$ cat src/rtl/muldiv_ctrl.sv
// HI/LO multiply/divide sequencer: 32-iteration shift-add multiply and restoring divide,
// MTHI/MTLO write port, and pipeline stall generation while the unit is busy.
module muldiv_ctrl (
  input  logic        clk,
  input  logic        rst_n,
  input  logic        start,
  input  logic [1:0]  op,
  input  logic [31:0] src_a,
  input  logic [31:0] src_b,
  input  logic        hl_read,
  input  logic        mthi,
  input  logic        mtlo,
  input  logic [31:0] wr_data,
  input  logic        flush,
  output logic [31:0] hi,
  output logic [31:0] lo,
  output logic        busy,
  output logic        stall,
  output logic        done,
  output logic        div_zero
);

  typedef enum logic [1:0] {IDLE, CALC, FIX} state_t;

  state_t      state;
  logic [4:0]  cnt;
  logic [1:0]  op_q;
  logic [31:0] opnd;     // multiplicand (multiply) or divisor (divide)
  logic [31:0] acc_hi;   // upper product half / partial remainder
  logic [31:0] acc_lo;   // multiplier shift register / quotient
  logic        neg_a;
  logic        neg_b;
  logic        zero_div;

  logic [31:0] abs_a, abs_b;
  logic [32:0] mul_sum;
  logic [32:0] div_sh;
  logic [31:0] div_diff;
  logic        div_ok;
  logic [63:0] prod, prod_fix;
  logic [31:0] quo_fix, rem_fix;

  always_comb begin
    abs_a    = (~op[0] & src_a[31]) ? 32'd0 - src_a : src_a;
    abs_b    = (~op[0] & src_b[31]) ? 32'd0 - src_b : src_b;
    mul_sum  = {1'b0, acc_hi} + {1'b0, opnd};
    div_sh   = {acc_hi, acc_lo[31]};
    div_ok   = div_sh >= {1'b0, opnd};
    // Partial remainder stays below 2*divisor, so a non-borrowing difference fits 32 bits.
    div_diff = div_sh[31:0] - opnd;
    prod     = {acc_hi, acc_lo};
    prod_fix = (~op_q[0] & (neg_a ^ neg_b)) ? 64'd0 - prod : prod;
    quo_fix  = (~op_q[0] & (neg_a ^ neg_b)) ? 32'd0 - acc_lo : acc_lo;
    rem_fix  = (~op_q[0] & neg_a) ? 32'd0 - acc_hi : acc_hi;
  end

  assign busy  = (state != IDLE);
  assign stall = busy & (start | hl_read | mthi | mtlo);

  always_ff @(posedge clk or negedge rst_n) begin
    if (!rst_n) begin
      state    <= IDLE;
      cnt      <= '0;
      op_q     <= '0;
      opnd     <= '0;
      acc_hi   <= '0;
      acc_lo   <= '0;
      neg_a    <= 1'b0;
      neg_b    <= 1'b0;
      zero_div <= 1'b0;
      hi       <= '0;
      lo       <= '0;
      done     <= 1'b0;
      div_zero <= 1'b0;
    end else begin
      done     <= 1'b0;
      div_zero <= 1'b0;
      case (state)
        IDLE: begin
          if (mthi) hi <= wr_data;
          if (mtlo) lo <= wr_data;
          if (start && !flush) begin
            op_q     <= op;
            opnd     <= op[1] ? abs_b : abs_a;
            acc_hi   <= '0;
            acc_lo   <= op[1] ? abs_a : abs_b;
            neg_a    <= ~op[0] & src_a[31];
            neg_b    <= ~op[0] & src_b[31];
            zero_div <= (src_b == 32'd0);
            cnt      <= '0;
            state    <= CALC;
          end
        end
        CALC: begin
          if (flush) begin
            state <= IDLE;
          end else begin
            cnt <= cnt + 5'd1;
            if (op_q[1]) begin
              acc_hi <= div_ok ? div_diff : div_sh[31:0];
              acc_lo <= {acc_lo[30:0], div_ok};
            end else if (acc_lo[0]) begin
              acc_hi <= mul_sum[32:1];
              acc_lo <= {mul_sum[0], acc_lo[31:1]};
            end else begin
              acc_hi <= {1'b0, acc_hi[31:1]};
              acc_lo <= {acc_hi[0], acc_lo[31:1]};
            end
            if (cnt == 5'd31) state <= FIX;
          end
        end
        FIX: begin
          state <= IDLE;
          if (!flush) begin
            done <= 1'b1;
            if (op_q[1]) begin
              if (zero_div) begin
                div_zero <= 1'b1;
              end else begin
                lo <= quo_fix;
                hi <= rem_fix;
              end
            end else begin
              hi <= prod_fix[63:32];
              lo <= prod_fix[31:0];
            end
          end
        end
        default: state <= IDLE;
      endcase
    end
  end

endmodule

$ cat config.mk
export PLATFORM = sky130hd
export DESIGN_NAME = muldiv_ctrl
export DESIGN_NICKNAME = d
export VERILOG_FILES = /design/src/rtl/muldiv_ctrl.sv
export SDC_FILE = /design/constraint.sdc
export NUM_CORES = 1
export LEC_CHECK = 0
export CAP_MARGIN = 20
export CELL_PAD_IN_SITES_DETAIL_PLACEMENT = 0
export CELL_PAD_IN_SITES_GLOBAL_PLACEMENT = 1
export CORE_MARGIN = 1.5
export CORE_UTILIZATION = 43
export DETAILED_ROUTE_END_ITERATION = 6
export PLACE_DENSITY = 0.8
export RECOVER_POWER = 50
export SLEW_MARGIN = 30
export SYNTH_ARGS = -nofsm -noshare
export SYNTH_HDL_FRONTEND = slang
export SYNTH_SLANG_ARGS = --single-unit
$ cat constraint.sdc
create_clock -name clk -period 3.6 [get_ports clk]
set_input_delay 0.72 -clock clk [delete_from_list [all_inputs] [get_ports clk]]
set_output_delay 0.72 -clock clk [all_outputs]
set_load 0.02 [all_outputs]
==> impl_metrics.tcl <==
set metrics [dict create \
    outcome "finished with violations" \
    violations "max-capacitance violations, max-slew violations" \
    peakVddDrop_mv 0.391 \
    slew_violations 71 \
    ys_ff_latch 174 \
    routed_wl_mm 60.7 \
    numPortBuffers 172 \
    fp.dieArea_mm2 0.0371 \
    cts-root-buf "clkbuf_16" \
    drive_above_1_share_pct 8.85 \
    timing.final.crit_share_pct 96.8 \
    placed_cell_area_mm2 0.0182 \
    cp.arrival_ps 3810 \
    hold_path.class "flop to flop" \
    rsz0062_at_grt "no" \
    clk_latency_ps 450 \
    final_cells 2654 \
    antenna_found_initial 2 \
    initial_core_util_pct 43.5 \
    r2r-start "opnd[18]$_DFFE_PN0P_" \
    die_w_um 193 \
    cp.required_ps 3920 \
    numCtsBuffers 17 \
    fmax_mhz 287 \
    cts_setup_buffers 0 \
    core_area_mm2 0.0355 \
    syn_nets 2176 \
    critical_path_class "primary input to flop" \
    fin_crit_ps 3490 \
    synth_area_mm2 0.0154 \
    grt-ovfl-total 0 \
    holdPathStages 2 \
    maxCapViolations 1 \
    grt_pass1_wl_mm 90.7 \
    die_height_um 193 \
    syn_area_per_cell_um2 7.73 \
    endpoint_kind "flop" \
    cts_max_path_buffers 2 \
    syn_inst 1999 \
    worstPathMaxFanout 16 \
    cts_tree "yes" \
    pre_cts_slack_ps -34.2 \
    worstReg2RegEnd "acc_hi[28]$_DFFE_PN0P_" \
    grt_max_degree 87 \
    cts.clk_slew.worst_paths_ps 70 \
    fin_worst_skew_ps 14.0 \
    htreeDepth 4 \
    wl_per_cell_um 22.9 \
    ys_warn_count 0 \
    fillerInstances 3455 \
    setup_viol 0 \
    hp-start "lo[31]$_DFFE_PN0P_" \
    fin_ws_ps 115 \
    ant_nets 0 \
    drcViolationCount 0 \
    cts.sinks 174 \
    powerDensity_mw_per_mm2 741 \
    vias 16100 \
    n_antenna_cell 0 \
    final_cell_mix "a21oi_1 (228), nor2_1 (215), nand2_1 (214), dfrtp_1 (173), o21ai_0 (171)" \
    synthFlopType "dfrtp_1" \
    synth_edf_count 0 \
    place_hpwl_mm 48.3 \
    hold_viol_final 0 \
    p_leak_uw 0.00804 \
    ys_types 86 \
    rows 69 \
    drtIter0Drc 1598 \
    relSlewSlack_pct -20.4 \
    ys_seq_area_share_pct 28.2 \
    min_to "lo[31]$_DFFE_PN0P_" \
    grt_pass1_vias 14800 \
    max_slew.worst_pin.slew_ps 1810 \
    syn_to_final_growth_pct 21.4 \
    via_per_inst 6.06 \
    async_flop_share_pct 100 \
    gp_congestion 0.958 \
    final_common_cell "a21oi_1" \
    reg2reg_depth 11 \
    r2r_slack_ps 220 \
    stdcell_area_mm2 0.0187 \
    nets 2358 \
    start_kind "primary input" \
    ioPinCount 173 \
    dp.cells 2623 \
    track_usage_pct 32.6 \
    dr.pass1.iters 6 \
]
synthesized netlist by cell type, types with 25 or more instances:
library cell  number  area (um2)
a21oi_1          229        1150
a31oi_1           25         156
xnor2_1           93         815
ha_1              70         876
a21o_1            30         225
nand3_1           33         165
mux2i_1           56         561
clkbuf_1         101         379
xor2_1            76         666
a211oi_1          25         188
o21ai_0          171         856
dfrtp_1          174        4350
nand2_1          214         803
nor3_1            40         200
inv_1             62         233
nor2_1           216         811
per-stage QoR:
stage	total power [uW]	setup TNS, ps	hold WS, ps	utilization (%)
3_5_place_dp	11700	-34.2	471	51.3
4_1_cts	13600	0	296	52.9
6_report	13900	0	473	52.8
3_3_place_gp	11700	0	461	51.3
2_1_floorplan	8570	0	424	-
5_1_grt	14700	0	500	52.8
critical path: stages:
cell and delay, ps:
dlygate4sd3_1 710, clkbuf_1 630, nand2b_1 240, clkbuf_1 970, nor3_1 160, nand3_1 160, and3_1 170, a31oi_1 40
timing repair:
item | in CTS | in global routing
hold buffers | 0 | 0
endpoints found under the setup margin | 0 | 6
resized for setup | 0 | 5
registers in the layout, indices dropped and copies added, names as in the netlist:
name,flops
op_q,2
neg_a,1
neg_b,1
cnt,5
opnd,32
state,2
hi,32
zero_div,1
done,1
div_zero,1
lo,32
acc_hi,32
acc_lo,32
power by group:
group / switching, uW / leakage, uW / total, uW / internal (uW)
clock: 926 / 0.000270 / 1900 / 970
sequential: 680 / 0.00214 / 3110 / 2430
combinational: 5270 / 0.00563 / 8880 / 3610
layer usage:
metal,vias to the layer above,wire (um),track usage (%)
met5,-,13,0
met2,755,26100,49.0
met4,2,1940,11.0
met1,7687,27600,47.3
li1,7540,-,-
met3,92,5090,4.75
final cells by class:
cell class / instances / area (um2) / area share [%]
clock buffer: 18 / 429 / 2.29
clock inverter: 13 / 136 / 0.727
inverter: 64 / 240 / 1.28
multi-input combinational: 1639 / 10400 / 55.4
sequential: 174 / 4360 / 23.2
tap: 461 / 577 / 3.08
timing repair buffer: 285 / 2620 / 14.0
worst max path at each step:
stage	startpoint	to	slack, ps	cells past startpoint
2_1_floorplan	acc_lo[31]$_DFFE_PN0P_	acc_hi[26]$_DFFE_PN0P_	480	13
4_1_cts	acc_lo[31]$_DFFE_PN0P_	acc_hi[26]$_DFFE_PN0P_	150	13
5_1_grt	opnd[18]$_DFFE_PN0P_	acc_hi[28]$_DFFE_PN0P_	10	11
6_report	flush	acc_hi[31]$_DFFE_PN0P_	110	8
3_3_place_gp	src_b[4]	opnd[23]$_DFFE_PN0P_	30	10
3_5_place_dp	src_b[4]	opnd[23]$_DFFE_PN0P_	-30	10
cells by family (layout without fill, tap and decap cells):
family                   count (synthesis)  in the layout  synth area share (%)
AO/OA/AOI/OAI                          666            666                  26.7
XOR/XNOR                               169            169                  9.58
adder cells (fa/ha/maj)                 72             72                  5.93
buffers and inverters                  186            380                  4.78
flip-flops                             174            174                  28.2
multiplexers                            65             65                  4.29
AND/OR/NAND/NOR                        667            667                  20.6
Power figures use the tool's default switching activity.
